<file path="src/rtl/pcie_rx_pkg.sv">
// Shared types and constants for the PCIe 8b/10b receive chain.
package pcie_rx_pkg;

    localparam int unsigned SYM_W = 10;

    localparam logic [SYM_W-1:0] K28_5_RDN = 10'h17C;
    localparam logic [SYM_W-1:0] K28_5_RDP = 10'h283;

    typedef enum logic [1:0] {
        HUNT   = 2'd0,
        ACQ    = 2'd1,
        LOCKED = 2'd2
    } align_state_t;

    // True when a 10-bit window holds K28.5 of either running disparity.
    function automatic logic is_k28_5(input logic [SYM_W-1:0] s);
        return (s == K28_5_RDN) || (s == K28_5_RDP);
    endfunction

endpackage

</file>
<file path="src/rtl/sipo_align_ctrl_if.sv">
// Serial-in / aligned-symbol-out bundle between the bit source, the aligner and the decoder.
interface sipo_align_ctrl_if;
    import pcie_rx_pkg::*;

    logic             sin;
    logic             sin_en;
    logic [SYM_W-1:0] sym;
    logic             sym_valid;
    logic             sym_is_comma;
    logic             locked;
    logic             realign;

    modport master (
        output sin, sin_en,
        input  sym, sym_valid, sym_is_comma, locked, realign
    );

    modport slave (
        input  sin, sin_en,
        output sym, sym_valid, sym_is_comma, locked, realign
    );

endinterface

</file>
<file path="src/rtl/sipo_align_ctrl_shift10.sv">
// sipo_shift10: 10-bit LSB-first deserialising window; the first bit of a symbol ends up in [0].
module sipo_shift10
    import pcie_rx_pkg::*;
(
    input  logic             clk,
    input  logic             rst,
    input  logic             sin_i,
    input  logic             sin_en_i,
    output logic [SYM_W-1:0] win_nxt_o
);

    logic [SYM_W-1:0] win_q;

    assign win_nxt_o = {sin_i, win_q[SYM_W-1:1]};

    always_ff @(posedge clk or negedge rst) begin
        if (!rst) begin
            win_q <= '0;
        end else if (sin_en_i) begin
            win_q <= win_nxt_o;
        end
    end

endmodule

</file>
<file path="src/rtl/sipo_align_ctrl.sv">
// K28.5 symbol-alignment controller: hunts for the comma, emits aligned symbols, tracks lock.
// Build option SIPO_ALIGN_REALIGN_EN: a misaligned comma while locked re-establishes the boundary.
module sipo_align_ctrl
    import pcie_rx_pkg::*;
#(
    parameter int unsigned ACQ_COMMAS = 3,
    parameter int unsigned MAX_GAP    = 1024
) (
    input  logic               clk,
    input  logic               rst,
    sipo_align_ctrl_if.slave   bus
);

    localparam int unsigned GAP_W = $clog2(MAX_GAP + 1);
    localparam int unsigned CNT_W = $clog2(ACQ_COMMAS + 1);
    localparam int unsigned BIT_W = 4;

    align_state_t     state_q,        state_d;
    logic [BIT_W-1:0] bit_cnt_q,      bit_cnt_d;
    logic [CNT_W-1:0] comma_cnt_q,    comma_cnt_d;
    logic [GAP_W-1:0] gap_q,          gap_d;
    logic [SYM_W-1:0] sym_q,          sym_d;
    logic             sym_valid_q,    sym_valid_d;
    logic             sym_is_comma_q, sym_is_comma_d;
    logic             locked_q,       locked_d;
    logic             realign_q,      realign_d;

    logic [SYM_W-1:0] win_nxt;
    logic             match_c;
    logic             boundary_c;
    logic             do_realign_c;

    sipo_shift10 u_shift (
        .clk       (clk),
        .rst       (rst),
        .sin_i     (bus.sin),
        .sin_en_i  (bus.sin_en),
        .win_nxt_o (win_nxt)
    );

    assign match_c    = bus.sin_en && is_k28_5(win_nxt);
    assign boundary_c = (bit_cnt_q == BIT_W'(SYM_W - 1));

    // Next-state, counter and output decode; everything holds while sin_en is low.
    always_comb begin
        state_d        = state_q;
        bit_cnt_d      = bit_cnt_q;
        comma_cnt_d    = comma_cnt_q;
        gap_d          = gap_q;
        sym_d          = sym_q;
        sym_valid_d    = 1'b0;
        sym_is_comma_d = 1'b0;
        realign_d      = 1'b0;
        do_realign_c   = 1'b0;

        if (bus.sin_en) begin
            bit_cnt_d = boundary_c ? '0 : bit_cnt_q + BIT_W'(1);

            unique case (state_q)
                HUNT: begin
                    do_realign_c = match_c;
                end
                ACQ, LOCKED: begin
                    if (state_q == ACQ && match_c && !boundary_c) begin
                        do_realign_c = 1'b1;
                    end
`ifdef SIPO_ALIGN_REALIGN_EN
                    if (state_q == LOCKED && match_c && !boundary_c) begin
                        do_realign_c = 1'b1;
                    end
`endif
                    if (boundary_c) begin
                        sym_d          = win_nxt;
                        sym_valid_d    = 1'b1;
                        sym_is_comma_d = match_c;
                        if (match_c) begin
                            // An aligned comma clears the gap even on the edge it would expire.
                            gap_d = '0;
                            if (state_q == ACQ) begin
                                comma_cnt_d = comma_cnt_q + CNT_W'(1);
                                if (comma_cnt_q == CNT_W'(ACQ_COMMAS - 1)) begin
                                    state_d = LOCKED;
                                end
                            end
                        end else if (gap_q == GAP_W'(MAX_GAP - 1)) begin
                            gap_d   = '0;
                            state_d = HUNT;
                        end else begin
                            gap_d = gap_q + GAP_W'(1);
                        end
                    end
                end
                default: begin
                    state_d = HUNT;
                end
            endcase

            if (do_realign_c) begin
                sym_d          = win_nxt;
                sym_valid_d    = 1'b1;
                sym_is_comma_d = 1'b1;
                realign_d      = 1'b1;
                bit_cnt_d      = '0;
                comma_cnt_d    = CNT_W'(1);
                gap_d          = '0;
                state_d        = (ACQ_COMMAS == 1) ? LOCKED : ACQ;
            end
        end

        locked_d = (state_d == LOCKED);
    end

    always_ff @(posedge clk or negedge rst) begin
        if (!rst) begin
            state_q        <= HUNT;
            bit_cnt_q      <= '0;
            comma_cnt_q    <= '0;
            gap_q          <= '0;
            sym_q          <= '0;
            sym_valid_q    <= 1'b0;
            sym_is_comma_q <= 1'b0;
            locked_q       <= 1'b0;
            realign_q      <= 1'b0;
        end else begin
            state_q        <= state_d;
            bit_cnt_q      <= bit_cnt_d;
            comma_cnt_q    <= comma_cnt_d;
            gap_q          <= gap_d;
            sym_q          <= sym_d;
            sym_valid_q    <= sym_valid_d;
            sym_is_comma_q <= sym_is_comma_d;
            locked_q       <= locked_d;
            realign_q      <= realign_d;
        end
    end

    assign bus.sym          = sym_q;
    assign bus.sym_valid    = sym_valid_q;
    assign bus.sym_is_comma = sym_is_comma_q;
    assign bus.locked       = locked_q;
    assign bus.realign      = realign_q;

endmodule

</file>
<file path="src/flat_wrapper.sv">
// flat-port wrapper written by rule: the top's interface ports become plain ports
module sipo_align_ctrl_flat import pcie_rx_pkg::*;
#(
    parameter int unsigned ACQ_COMMAS = 3,
    parameter int unsigned MAX_GAP    = 1024
)
  (clk, rst, bus_sin, bus_sin_en, bus_sym, bus_sym_valid, bus_sym_is_comma, bus_locked, bus_realign);
  sipo_align_ctrl_if bus_i ();
  input  logic clk;
  input  logic rst;
  input wire logic [$bits(bus_i.sin)-1:0] bus_sin;
  input wire logic [$bits(bus_i.sin_en)-1:0] bus_sin_en;
  output wire logic [$bits(bus_i.sym)-1:0] bus_sym;
  output wire logic [$bits(bus_i.sym_valid)-1:0] bus_sym_valid;
  output wire logic [$bits(bus_i.sym_is_comma)-1:0] bus_sym_is_comma;
  output wire logic [$bits(bus_i.locked)-1:0] bus_locked;
  output wire logic [$bits(bus_i.realign)-1:0] bus_realign;
  assign bus_i.sin = bus_sin;
  assign bus_i.sin_en = bus_sin_en;
  assign bus_sym = bus_i.sym;
  assign bus_sym_valid = bus_i.sym_valid;
  assign bus_sym_is_comma = bus_i.sym_is_comma;
  assign bus_locked = bus_i.locked;
  assign bus_realign = bus_i.realign;
  sipo_align_ctrl #(.ACQ_COMMAS(ACQ_COMMAS), .MAX_GAP(MAX_GAP)) u_core (.clk(clk), .rst(rst), .bus(bus_i));
endmodule
</file>
<file path="config.mk">
export PLATFORM = sky130hd
export DESIGN_NAME = sipo_align_ctrl_flat
export DESIGN_NICKNAME = d
export VERILOG_FILES = /design/src/rtl/pcie_rx_pkg.sv /design/src/rtl/sipo_align_ctrl_if.sv /design/src/rtl/sipo_align_ctrl_shift10.sv /design/src/rtl/sipo_align_ctrl.sv /design/src/flat_wrapper.sv
export SDC_FILE = /design/constraint.sdc
export NUM_CORES = 1
export LEC_CHECK = 0
export CORE_UTILIZATION = 25
export DETAILED_ROUTE_END_ITERATION = 10
export PLACE_DENSITY = 0.51
export SYNTH_ARGS = -nofsm -noshare
export SYNTH_HDL_FRONTEND = slang
export SYNTH_HIERARCHICAL = 1
export SYNTH_SLANG_ARGS = --single-unit
</file>
<file path="constraint.sdc">
create_clock -name clk -period 4.6 [get_ports clk]
set_input_delay 1.15 -clock clk [delete_from_list [all_inputs] [get_ports clk]]
set_output_delay 1.15 -clock clk [all_outputs]
set_load 0.01 [all_outputs]
</file>
==> flow_metrics.env, run 1 <==
export IMPL_pwr_share_comb_pct=26.1
export IMPL_dieHeight_um=96.0
export IMPL_dieArea_mm2=0.00922
export IMPL_cts_tree="done"
export IMPL_synthArstFlopShare_pct=100
export IMPL_setup_violations=0
export IMPL_cts_resized=0
export IMPL_io_buffers=17
export IMPL_fin_setup_tns_ns=0
export IMPL_netlist_top_cells_count="42 x dfrtp_1, 18 x nand2_1, 11 x mux2_2"
export IMPL_yosys_area_top_type="dfrtp_1"
export IMPL_area_growth_pct=16.0
export IMPL_fin_crit_sh_pct=70.1
export IMPL_end_kind="flop"
export IMPL_cts_setup_buffers=0
export IMPL_netlist_area_mm2=0.00221
export IMPL_max_freq_mhz=310
export IMPL_synth_area_leaders="dfrtp_1 48%, mux2_4 6.1%, mux2_2 5.6%"
export IMPL_clockRootBuffer="clkbuf_8"
export IMPL_h_tree_depth=2
export IMPL_synth_edf_count=0
export IMPL_leakage_nw=1.13
export IMPL_wl_per_cell_um=14.0
export IMPL_postRouteWirelength_um=4540
export IMPL_viasPerCell=4.92
export IMPL_ys_flop_type="dfrtp_1"
export IMPL_start_util_pct=26.4
export IMPL_grt_pass1_vias=1588
export IMPL_core_area_mm2=0.00838
export IMPL_postSynthCellCount=197
export IMPL_grtUsageTotal_pct=11.1
export IMPL_hold_violations=0
export IMPL_grt_first_pass_wirelength_um=7820
export IMPL_p_clk_share_pct=23.5
export IMPL_vias=1594
export IMPL_drt_iter0_markers=92
export IMPL_ios=18
export IMPL_clockBufferDepth=2
export IMPL_p_seq_share_pct=50.3
export IMPL_syn_nets=208
export IMPL_status="complete, no violations"
export IMPL_grt_overflow_total=0
export IMPL_drive_gt1_share_pct=17.4
export IMPL_required_ns=4.78
export IMPL_post_route_util_pct=30.6
export IMPL_clk_latency_ns=0.29
export IMPL_ys_seq_area_share_pct=47.6
export IMPL_chipWidth_um=96.0
export IMPL_p_sw_mw=0.308
export IMPL_numCtsBuffers=5
export IMPL_p_int_mw=0.711
export IMPL_drc=0
export IMPL_nFillCells=890
export IMPL_synth_top_area_share_pct=47.6
export IMPL_fp_row_count=33
export IMPL_gp_congestion=0.739
export IMPL_maxSlewHeadroom_pct=35.8
export IMPL_clock_sinks=42
export IMPL_crit_fanout=16
export IMPL_synth_most_common_cell="dfrtp_1"
export IMPL_avgSynthCellArea_um2=11.2
export IMPL_antenna_left=0
export IMPL_ir_worst_vdd_uv=192
export IMPL_max_cap_violations=0
export IMPL_path_class="primary input to flop"
export IMPL_synth_seq_cells=42
export IMPL_rsz0062_at_grt="false"
export IMPL_antenna_found_initial=0
export IMPL_arrival_ns=3.41
export IMPL_holdBufCountCts=0
export IMPL_slew_viol_final=0
export IMPL_clk_pin_slew_ns=0.09
export IMPL_worstMarginPinSlew_ns=0.962
export IMPL_grt_max_degree=43
export IMPL_drt_pass1_iter_count=4
export IMPL_fin_skew_ns=0.00755
export IMPL_fin_crit_ns=3.23
export IMPL_antenna_diode_count=0
export IMPL_yosys_warnings=6
export IMPL_hp_class="flop to flop"
export IMPL_powerDensity_mw_per_mm2=398
export IMPL_nets=229
export IMPL_dp_hpwl_um=3230
export IMPL_startpoint_type="primary input"
export IMPL_synth_cell_types=51
export IMPL_switching_share_pct=30.2
[sequential cells by signal, summed over array words and instances (netlist names)]
signal                   count
u_core/bit_cnt_q             4
u_core/bus.locked            1
u_core/bus.realign           1
u_core/bus.sym              10
u_core/bus.sym_is_comma      1
u_core/bus.sym_valid         1
u_core/comma_cnt_q           2
u_core/gap_q                11
u_core/state_q               2
u_core/u_shift/win_q         9
[per-layer routing]
metal | part of all wire, % | vias up | GRT usage (%)
met3 | 3.7 | 5 | 2.61
met5 | 0 | - | 0
li1 | - | 775 | -
met4 | 0.90 | 0 | 2.99
met2 | 46 | 23 | 17.3
met1 | 50 | 791 | 15.2
[cell usage in the layout (no fill, tap or decap), drive strengths merged, types with 4 or more instances in the layout]
cell / netlist / layout
dfrtp: 42 / 42
mux2: 21 / 21
nand2: 18 / 18
clkdlybuf4s50: 0 / 16
inv: 11 / 11
o21ai: 11 / 11
nor2: 9 / 9
nand3: 8 / 8
ha: 7 / 7
clkbuf: 0 / 6
nor3: 5 / 5
and4: 5 / 5
a21oi: 5 / 5
a221o: 4 / 4
[critical path, cell delays in order]
cell             delay [ns]
clkdlybuf4s50_1        0.83
clkinv_1               0.40
a211o_4                0.45
inv_6                  0.09
a21oi_4                0.09
a221o_1                0.39
[stage by stage]
stage	std cells	setup WS [ns]	cell area [um^2]	hold slack, ns	power [mW]
6_report	324	1.37	2560	0.496	1.02
5_1_grt	324	1.19	2560	0.527	1.09
4_1_cts	324	1.33	2560	0.506	1.04
3_5_place_dp	316	1.01	2480	0.486	0.790
3_3_place_gp	316	1.06	2480	0.483	0.788
2_1_floorplan	197	1.81	2210	0.466	0.677
[power groups by stage]
stage / clock (mW) / combinational (mW) / sequential [mW]
after CTS: 0.251 / 0.270 / 0.514
after floorplan: 0 / 0.159 / 0.518
final: 0.240 / 0.266 / 0.513
after global routing: 0.266 / 0.296 / 0.527
after detailed placement: 0 / 0.269 / 0.521
after global placement: 0 / 0.266 / 0.522
[logic make-up after synthesis]
logic type	after synthesis	share of synthesized area (%)
flip-flops	42	47.6
AO/OA/AOI/OAI	37	12.2
adder cells (fa/ha/maj)	7	3.96
AND/OR/NAND/NOR	73	19.6
multiplexers	22	12.7
buffers and inverters	16	3.96
[path summary, 6_finish.rpt]
path                                          to  slack, ns  cells past startpoint               startpoint
setup reg to reg           u_core/comma_cnt_q[0]       1.98                      5  u_core/u_shift/win_q[6]
min in group asynchronous      u_core/state_q[1]       1.00                      1                      rst
hold reg to reg                u_core/bus.sym[8]       0.50                      1        u_core/bus.sym[8]
setup / recovery                 u_core/gap_q[3]       1.37                      6               bus_sin_en
hold / removal                 u_core/bus.sym[8]       0.50                      1        u_core/bus.sym[8]
max in group asynchronous        u_core/gap_q[8]       2.99                      1                      rst
[cell type report]
type | count | area (um^2) | area share (%)
Tap cell | 105 | 131 | 5.13
Clock inverter | 2 | 13.8 | 0.537
Inverter | 12 | 50.0 | 1.95
Clock buffer | 6 | 72.6 | 2.83
Sequential cell | 42 | 1050 | 41.0
Multi-Input combinational cell | 139 | 1070 | 41.8
Timing Repair Buffer | 18 | 173 | 6.74
No activity file was read; power rests on OpenSTA's default activity.
==> run 2: changes to the inputs <==
--- a/config.mk
+++ b/config.mk
@@ -7,7 +7,7 @@
 export LEC_CHECK = 0
 export CORE_UTILIZATION = 25
 export DETAILED_ROUTE_END_ITERATION = 10
-export PLACE_DENSITY = 0.51
+export PLACE_DENSITY = 0.52
 export SYNTH_ARGS = -nofsm -noshare
 export SYNTH_HDL_FRONTEND = slang
 export SYNTH_HIERARCHICAL = 1
==> constraint.sdc (replaced) <==
create_clock -name clk -period 2.75 [get_ports clk]
set_input_delay 0.6875 -clock clk [delete_from_list [all_inputs] [get_ports clk]]
set_output_delay 0.6875 -clock clk [all_outputs]
set_load 0.01 [all_outputs]
==> run 2 against run 1 <==
  * Die area stayed put
  * Register-to-register slack worse by 1.7 ns
  * Clock-buffer cell count stayed put
  * Total power is 70% higher
  * Final cell count is 2.8% higher
  * Non-clock buffer count is 9 higher
  * Critical path depth is 3 higher
  * Utilization is 0.91 points higher
  * Sequential cell count stayed put
  * Worst hold slack worse by 0.24 ns
  * Highest routed layer unchanged
  * Global-route usage is 0.23 points higher
  * Critical path type is now flop to flop
==> flow_metrics.env, run 2 (synthesized netlist as in run 1, its figures left out) <==
export IMPL_status="complete, no violations"
export IMPL_clockRootBuffer="clkbuf_8"
export IMPL_power_total_mw=1.74
export IMPL_layout_common_cells="42 x dfrtp_1, 18 x nand2_1, 16 x clkdlybuf4s50_1"
export IMPL_r2r_slack_ns=0.31
export IMPL_area_growth_pct=19.4
export IMPL_gp_congestion=0.805
export IMPL_fp_row_count=33
export IMPL_clockBufferDepth=2
export IMPL_antenna_diode_count=0
export IMPL_crit_path_top_delay_cell="a21oi_4"
export IMPL_postRouteWirelength_um=4700
export IMPL_fin_skew_ns=0.00658
export IMPL_required_ns=2.95
export IMPL_rsz0062_at_grt="false"
export IMPL_stdcell_area_mm2=0.00264
export IMPL_powerDensity_mw_per_mm2=658
export IMPL_drive_gt1_share_pct=21.1
export IMPL_arrival_ns=2.64
export IMPL_antenna_found_initial=0
export IMPL_ios=18
export IMPL_top_register="u_core/gap_q"
export IMPL_grtUsageTotal_pct=11.3
export IMPL_clock_sinks=42
export IMPL_vias=1590
export IMPL_fin_crit_sh_pct=88.8
export IMPL_drc=0
export IMPL_r2r_start="u_core/state_q[0]"
export IMPL_max_freq_mhz=410
export IMPL_rr_endpoint="u_core/gap_q[10]"
export IMPL_clk_pin_slew_ns=0.08
export IMPL_slew_viol_final=0
export IMPL_chipWidth_um=96.0
export IMPL_nFillCells=849
export IMPL_grt_overflow_total=0
export IMPL_ir_worst_vdd_uv=348
export IMPL_grt_max_degree=18
export IMPL_clk_latency_ns=0.29
export IMPL_maxSlewHeadroom_pct=57.5
export IMPL_dieHeight_um=96.0
export IMPL_max_cap_violations=0
export IMPL_post_place_cells=325
export IMPL_reg2reg_depth=9
export IMPL_h_tree_depth=2
export IMPL_numCtsBuffers=5
export IMPL_path_common_cell="inv_1"
export IMPL_setup_violations=0
export IMPL_post_dp_cell_area_mm2=0.00254
export IMPL_worstMarginPinSlew_ns=0.632
export IMPL_wl_per_cell_um=14.1
export IMPL_drt_iter0_markers=104
export IMPL_antenna_left=0
export IMPL_cts_resized=0
export IMPL_hold_violations=0
export IMPL_final_cells=333
export IMPL_start_util_pct=26.4
export IMPL_fin_setup_tns_ns=0
export IMPL_dieArea_mm2=0.00922
export IMPL_startpoint_type="flop"
export IMPL_grt_pass1_vias=1553
export IMPL_largest_reg_flops=11
export IMPL_fin_crit_ns=2.44
export IMPL_nets=238
export IMPL_io_buffers=17
export IMPL_hp_class="primary input to asynchronous set/reset pin"
export IMPL_leakage_nw=1.18
export IMPL_end_kind="flop"
export IMPL_crit_fanout=16
export IMPL_core_area_mm2=0.00838
export IMPL_path_class="flop to flop"
export IMPL_holdBufCountCts=0
export IMPL_cts_setup_buffers=0
export IMPL_critical_path_max_stage_delay_ns=0.43
export IMPL_cts_tree="done"
export IMPL_dp_hpwl_um=3350
export IMPL_layout_commonest_cell="dfrtp_1"
export IMPL_path_cells="inv_1 -> ha_1 -> a21o_1 -> nand3_1 -> a211o_4 -> inv_6 -> a21oi_4 -> inv_1 -> a211oi_1"
export IMPL_viasPerCell=4.77
export IMPL_drt_pass1_iter_count=4
export IMPL_grt_first_pass_wirelength_um=7980
## run 2: per-layer routing
layer  vias to the layer above  global-route usage [%]  part of all wire [%]
li1                        787                       -                     -
met2                        30                    16.2                    42
met1                       771                    16.4                    53
met4                         0                    3.86                  0.49
met5                         -                       0                     0
met3                         2                    2.69                   4.4
## run 2: per-stage QoR
step	utilization (%)	setup WS, ns	hold slack (ns)
floorplan	-	0.354	0.392
global placement	30.3	0.0490	0.492
detailed placement	30.3	0.0346	0.493
CTS	31.5	0.329	0.269
global route	31.5	0.133	0.271
finish	31.5	0.309	0.260
## run 2: power breakdown
group	switching, mW	internal [mW]	total (mW)
clock	0.218	0.202	0.420
sequential	0.121	0.743	0.865
combinational	0.180	0.271	0.451
## run 2: worst max-delay path by stage
stage,start,to,slack [ns],cells after the start
2_1_floorplan,u_core/u_shift/win_q[6],u_core/gap_q[5],0.35,7
3_3_place_gp,bus_sin,u_core/gap_q[7],0.05,7
3_5_place_dp,bus_sin,u_core/gap_q[3],0.03,7
4_1_cts,u_core/state_q[0],u_core/gap_q[10],0.33,9
5_1_grt,u_core/state_q[1],u_core/gap_q[10],0.13,9
6_report,u_core/state_q[0],u_core/gap_q[10],0.31,9
## run 2: worst max-delay path: cells and delay by family (launching register included)
family / cells / cell delay [ns]
flip-flops: 1 / 0.40
AND/OR/NAND/NOR: 1 / 0.20
adder cells (fa/ha/maj): 1 / 0.36
buffers and inverters: 3 / 0.31
AO/OA/AOI/OAI: 4 / 1.07
## run 2: layout make-up
type	count	area, um^2	area share [%]
Tap cell	105	131	4.98
Clock inverter	2	12.5	0.474
Clock buffer	6	82.6	3.13
Multi-Input combinational cell	139	1070	40.6
Inverter	12	50.0	1.90
Sequential cell	42	1050	39.8
Timing Repair Buffer	27	240	9.10
